--- src/rtl/aes_pkg.sv ---
// Shared AES sequencing definitions: block/word widths, round-count helper, FSM encoding.
// Latency: n/a (types and constants only).
// Backpressure: n/a.
package aes_pkg;

    localparam int AES_BLOCK_W = 128;
    localparam int AES_WORD_W  = 32;
    localparam int RK_IDX_W    = 4;

    // Controller states. ROUND/FINAL drive the external datapaths.
    // DONE holds the ciphertext until it is taken.
    typedef enum logic [1:0] {
        ST_IDLE  = 2'd0,
        ST_ROUND = 2'd1,
        ST_FINAL = 2'd2,
        ST_DONE  = 2'd3
    } aes_state_e;

    // Round count for a key length given in 32-bit words.
    function automatic int NR_FOR_NK(input int nk);
        case (nk)
            6:       return 12;
            8:       return 14;
            default: return 10;
        endcase
    endfunction

endpackage

--- src/rtl/aes_round_ctrl.sv ---
// Iterative AES-encrypt sequencer around an external full-round and final-round datapath.
// Latency: accept in cycle T -> out_valid in cycle T+Nr+1; one block per Nr+2 cycles at full rate.
// Backpressure: out_ready low holds DONE with out_data frozen; in_ready is high only in IDLE.
//
// Ports:
//   clk, rst             rising-edge clock, synchronous active-high reset
//   in_valid/in_ready    plaintext handshake, in_data = 128-bit block (byte 0 in [127:120])
//   rk_idx -> rk_data    round-key lookup; the key store answers in the same cycle
//   rnd_state, rnd_key   state register and current round key fed to both datapaths
//   rnd_out, fin_out     full-round and final-round (no MixColumns) datapath results
//   out_valid/out_ready  ciphertext handshake, out_data = state register
//   busy                 high while rounds are being applied (ROUND or FINAL)
//   abort                only when AES_ROUND_CTRL_ABORT_EN is defined: drops the block in flight
module aes_round_ctrl
    import aes_pkg::*;
#(
    parameter int Nk = 4,
    parameter int Nr = NR_FOR_NK(Nk)
) (
    input  logic                    clk,
    input  logic                    rst,
    input  logic                    in_valid,
    output logic                    in_ready,
    input  logic [AES_BLOCK_W-1:0]  in_data,
    output logic [RK_IDX_W-1:0]     rk_idx,
    input  logic [AES_BLOCK_W-1:0]  rk_data,
    output logic [AES_BLOCK_W-1:0]  rnd_state,
    output logic [AES_BLOCK_W-1:0]  rnd_key,
    input  logic [AES_BLOCK_W-1:0]  rnd_out,
    input  logic [AES_BLOCK_W-1:0]  fin_out,
`ifdef AES_ROUND_CTRL_ABORT_EN
    input  logic                    abort,
`endif
    output logic                    out_valid,
    input  logic                    out_ready,
    output logic [AES_BLOCK_W-1:0]  out_data,
    output logic                    busy
);

    localparam logic [RK_IDX_W-1:0] NR_IDX  = RK_IDX_W'(Nr);
    localparam logic [RK_IDX_W-1:0] NR_LAST = RK_IDX_W'(Nr - 1);

    aes_state_e              state_q, state_d;
    logic [RK_IDX_W-1:0]     cnt_q, cnt_d;
    logic [AES_BLOCK_W-1:0]  blk_q, blk_d;
    logic                    abort_hit;

`ifdef AES_ROUND_CTRL_ABORT_EN
    assign abort_hit = abort;
`else
    assign abort_hit = 1'b0;
`endif

    always_ff @(posedge clk) begin
        if (rst) begin
            state_q <= ST_IDLE;
            cnt_q   <= '0;
            blk_q   <= '0;
        end else begin
            state_q <= state_d;
            cnt_q   <= cnt_d;
            blk_q   <= blk_d;
        end
    end

    // rk_idx and all handshake outputs decode from registered state only,
    // so the key store address never depends on in_valid/out_ready.
    always_comb begin
        state_d   = state_q;
        cnt_d     = cnt_q;
        blk_d     = blk_q;
        in_ready  = 1'b0;
        out_valid = 1'b0;
        busy      = 1'b0;
        rk_idx    = '0;

        case (state_q)
            ST_IDLE: begin
                in_ready = 1'b1;
                if (in_valid) begin
                    // Initial AddRoundKey uses key 0, which is on rk_data right now.
                    blk_d   = in_data ^ rk_data;
                    cnt_d   = RK_IDX_W'(1);
                    state_d = (Nr == 1) ? ST_FINAL : ST_ROUND;
                end
            end
            ST_ROUND: begin
                busy    = 1'b1;
                rk_idx  = cnt_q;
                blk_d   = rnd_out;
                // Stops at Nr: the last ROUND cycle has cnt == Nr-1.
                cnt_d   = cnt_q + RK_IDX_W'(1);
                if (cnt_q == NR_LAST) begin
                    state_d = ST_FINAL;
                end
            end
            ST_FINAL: begin
                busy    = 1'b1;
                rk_idx  = NR_IDX;
                blk_d   = fin_out;
                state_d = ST_DONE;
            end
            ST_DONE: begin
                out_valid = 1'b1;
                if (out_ready) begin
                    state_d = ST_IDLE;
                    cnt_d   = '0;
                end
            end
            default: begin
                state_d = ST_IDLE;
                cnt_d   = '0;
            end
        endcase

        // Abort only matters while rounds are in flight; the partial block is dropped.
        if (abort_hit && (state_q == ST_ROUND || state_q == ST_FINAL)) begin
            state_d = ST_IDLE;
            cnt_d   = '0;
            blk_d   = blk_q;
        end
    end

    assign rnd_state = blk_q;
    assign rnd_key   = rk_data;
    assign out_data  = blk_q;

endmodule

--- config.mk ---
export PLATFORM = sky130hd
export DESIGN_NAME = aes_round_ctrl
export DESIGN_NICKNAME = d
export VERILOG_FILES = /design/src/rtl/aes_pkg.sv /design/src/rtl/aes_round_ctrl.sv
export SDC_FILE = /design/constraint.sdc
export NUM_CORES = 1
export LEC_CHECK = 0
export CAP_MARGIN = 20
export CORE_AREA = 2 2 355 357
export DETAILED_ROUTE_END_ITERATION = 6
export DIE_AREA = 0 0 357 359
export PLACE_DENSITY_LB_ADDON = 0.2
export SYNTH_ARGS = -nofsm -noshare
export SYNTH_HDL_FRONTEND = slang
export SYNTH_SLANG_ARGS = --single-unit
--- constraint.sdc ---
create_clock -name clk -period 6.5 [get_ports clk]
set_clock_uncertainty 0.2 [all_clocks]
set_input_delay 1.3 -clock clk [delete_from_list [all_inputs] [get_ports clk]]
set_output_delay 1.3 -clock clk [all_outputs]
set_load 0.01 [all_outputs]
* Word-level counts from Yosys, hierarchy flattened
Index checks and enable logic that the tools add are counted.
** Cells by class
- Magnitude comparators :: 0
- Reductions and logical operators :: 7
- Multiply operators :: 0
- Add/sub/neg operators :: 1
- Shift-type cells :: 0
- Div/mod/pow operators :: 0
- Mux-type cells :: 13
- Bitwise logic cells :: 1
- Eq/ne operators :: 7
** Operators by type and width (number)
- $pmux 128 s3 :: 1
- $mux 128 :: 1
- $xor 128x128->128 :: 1
- $pmux 4 s3 :: 1
- $mux 4 :: 2
- $pmux 2 s4 :: 1
- $pmux 4 s2 :: 1
- $mux 2 :: 3
- $ne 2x2->1 const B :: 3
- $reduce_and 3->1 :: 2
- $reduce_bool 3->1 :: 2
- $add 4x1->4 const B :: 1
- $eq 2x2->1 const B :: 2
- $eq 4x4->1 const B :: 1
- $mux 1 :: 3
- $eq 2x1->1 const B :: 1
- $logic_not 2->1 :: 1
- $reduce_and 2->1 :: 1
- $reduce_or 2->1 :: 1
** Word-level totals
- Memories :: 0
- ROM bits :: 0
- Bits in registers :: 134
- Bits in writable memories :: 0
- Input port bits :: 516
- Output and inout port bits :: 391
- Logic and storage cells :: 32
- Bits in latches :: 0

* Longest topological paths before layout
- Word-level depth :: 3
- Gate-level depth with buffers :: 9
- Mapped depth without buffers :: 5

* Least setup slack after synthesis
No wires, ideal clock.
- Path kind :: register to output
- Start :: register state_q[1]
- End :: output rk_idx[1]
- Stages on the path, launching flop included :: 6
- Path slack :: 3.467 ns
- Required time :: 5.000 ns
- Path buffers :: 2
- Data arrival time :: 1.533 ns
- Cells stage by stage :: dfxtp_1 -> inv_1 -> ha_1 -> buf_4 -> buf_1 -> nor2b_1
** On the way
- Word-level cells in the longest chain between the ends :: 2
- Elaborated cells on any way between the ends :: 3
- Classes of those cells :: 2 x eq/ne; 1 x mux
** Ends and longest elaborated chain
- start: declaration :: line aes_round_ctrl.sv:43 : aes_state_e state_q, state_d;
- start signal: assignment :: line aes_round_ctrl.sv:60 : state_q <= state_d;
- $eq 2x2->1 / $eq 2x1->1 (equally long branches) :: line aes_round_ctrl.sv:77 : case (state_q)
- $pmux 4 s2 (*) :: line aes_round_ctrl.sv:77
- end: declaration :: line aes_round_ctrl.sv:25 : output logic [RK_IDX_W-1:0] rk_idx,
Every way passes the cells marked *; elsewhere a longest branch is shown, timed or not.

* Worst setup path after layout
- Start :: register state_q[0]
- End :: output rk_idx[2]
The elaborated chain is that of the path after synthesis.

==> key figures <==
Critical path
  – Buf/Inv on CP: 2
  – Cell Chain, Critical Path: inv_1 -> ha_4 -> and3_1 -> clkdlybuf4s50_1
  – CP Depth: 4
  – Slowest cell on crit path: ha_4
  – CP Max Fanout: 32
  – CP arrival: 2.68 ns
  – Top Family by Delay on Critical Path: buffers and inverters
  – Critical Path Start Type: flip-flop
  – Peak per-stage delay on the critical path: 0.69 ns
  – Req. time, crit path: 5.00 ns
  – Crit end category: output pin
  – Setup Crit Path Kind: flip-flop to output pin
  – Worst r2r path cells: 6

Detailed routing
  – Via/cell ratio: 3.094
  – Wire per inst: 22.79 um
  – Drt initial violations: 429
  – Post-DRT Antenna Nets: 0
  – # DRC: 0
  – Number of iterations in the first detailed-routing pass: 5
  – DR vias: 10222
  – Total wire length: 75.29 mm

CTS
  – CTS Buf Count: 17
  – Clock-pin slew on the worst setup and hold paths: 0.07 ns
  – CTS Hold Bufs: 0
  – Setup Buffers After CTS: 0
  – Clk_lat worst skew: 0.49 ns
  – CTS sink count: 134
  – CTS tree: yes
  – Clk root buf: clkbuf_16
  – H-tree levels: 4
  – Post-cts resize count: 0
  – Max Buffers Root-to-Sink: 2

Floorplanning
  – IO Count: 907
  – Initial cell density of the core: 7.891%
  – Die H: 359 um
  – Total die area: 128200 um2
  – Core ar.: 124600 um2
  – Die Width: 357 um
  – Site Rows: 130

Pwr
  – LEAKAGE: 6.472 nW
  – VDD IR max: 226.0 uV
  – Pwr/cell area: 373.3 nW/um2

Synth
  – Synth top area share: 27.28%
  – Synth Instances: 1029
  – EDFF count, synth: 0
  – Post-synth top flop: dfxtp_1
  – Main area contributors after synthesis: dfxtp_1, buf_4, mux2i_1
  – Count of cell types in the netlist: 33
  – Synth Net Count: 1553
  – Mapped Area: 9832 um2
  – Mean Syn Cell Area: 9.555 um2
  – Most frequent cell after synthesis: buf_4
  – Yosys top cell by area: dfxtp_1
  – Async S/R FF share, synth: 0%
  – Register area share after synthesis: 27.28%
  – Number of synthesized register bits: 134
  – Leading cell types by count after synthesis: buf_4, dfxtp_1, mux2i_1
  – Synth warn: 0

Timing
  – Fin. Hold Viols: 0
  – Slew Limit Headroom: 34.90%
  – Max Slew Vio Count: 0
  – Crit share post-route: 64.36%
  – Worst-margin pin slew: 0.9765 ns
  – Unrepaired setup endpoints after global routing: no
  – Setup violators final: 0
  – Tmin final: 4.183 ns
  – Worst hold slack: 0.3094 ns
  – Fin Setup TNS: 0 ns
  – Max Clock Freq: 239.1 MHz

GRT
  – GRT Total Usage: 11.38%
  – Total grt overflow: 0
  – Largest net degree at the start of global routing: 59
  – First-pass GRT wire length: 98.66 mm
  – Vias in the first global route: 10803
  – Initial antenna violation count: 16

Final layout
  – P&R area growth vs syn: 98.27%
  – # nets final: 2161
  – Finished Cell Area: 19490 um2
  – Fillers: 14007
  – Fraction of layout cells with a size suffix above 1: 3.032%

Placement
  – Final GP Congestion: 0.8729
  – Placed cell area: 18840 um2
  – Dpl hpwl: 63.59 mm
  – Port bufs: 906

Min path
  – Worst Hold Class: flip-flop to flip-flop
  – Worst hold stages: 1

Run
  – Max-cap violations: 0

Outcome
  – Status: finished, final reports clean
-- layout by cell type (no fill, tap or decap), drive strengths merged, types with 2 or more instances in the layout --
master	count
a2111oi	2
a21oi	3
a22o	127
a22oi	127
and3	2
buf	13
bufinv	5
clkbuf	19
clkdlybuf4s50	906
clkinv	6
dfxtp	134
diode	5
ha	8
inv	6
mux2i	129
nand2	3
nand2b	5
nor2b	5
o31ai	2
o32ai	3
or3	2
or4	3
xnor2	127
-- metrics by stage --
step	cells	power [mW]	utilization, %	setup WS [ns]
4_1_cts	3299	7.509	15.64	2.217
6_report	3304	7.278	15.65	2.317
5_1_grt	3304	7.760	15.65	2.129
2_1_floorplan	1029	3.895	-	3.467
3_5_place_dp	3268	6.272	15.12	2.317
3_3_place_gp	3268	6.265	15.12	2.323
-- power breakdown --
| group | total [mW] | switching [mW] | internal (mW) |
|---|---|---|---|
| logic | 4.58 | 2.32 | 2.25 |
| clock network | 1.17 | 0.481 | 0.689 |
| registers | 1.53 | 0.384 | 1.15 |
-- worst register-to-register path: stages, from the launching register on --
cell and delay (ns):
dfxtp_1 0.43, inv_1 0.18, ha_4 0.69, buf_4 0.61, buf_4 0.71, mux2i_1 0.51
a22o_1 0.19
-- sequential cells by signal (all words and copies together) (netlist names) --
| signal | flops |
|---|---|
| state_q | 2 |
| cnt_q | 4 |
| out_data | 128 |
-- cell families after synthesis --
group	synth area share, %
compound gates	21.98
flops	27.28
simple gates	1.731
buf+inv	23.34
mux	13.25
xor+xnor	11.40
fa+ha+maj	1.018
-- final cells by class --
cell class	count	area, um2	area share [%]
Timing Repair Buffer	919	9166	47.02
Multi-Input combinational cell	559	4900	25.13
Sequential cell	134	2683	13.76
Tap cell	1650	2064	10.59
Clock buffer	19	442.9	2.272
Clock inverter	12	202.7	1.040
Inverter	6	22.52	0.1155
Antenna cell	5	12.51	0.06418
-- layer usage --
layer | vias up | wire (um) | track usage [%]
li1 | 4722 | - | -
met1 | 4911 | 30680 | 13.27
met2 | 521 | 36580 | 19.22
met3 | 60 | 5954 | 4.025
met4 | 8 | 1906 | 3.551
met5 | - | 174 | 0.7925
-- worst paths after layout --
kind                                     from            end  slack (ns)
worst max-delay path               state_q[0]      rk_idx[2]        2.32
worst min-delay path            out_data[105]  out_data[105]        0.31
worst max register to register     state_q[0]  out_data[118]        2.94
worst min register to register  out_data[105]  out_data[105]        0.31
(Power assumes the default switching activity.)
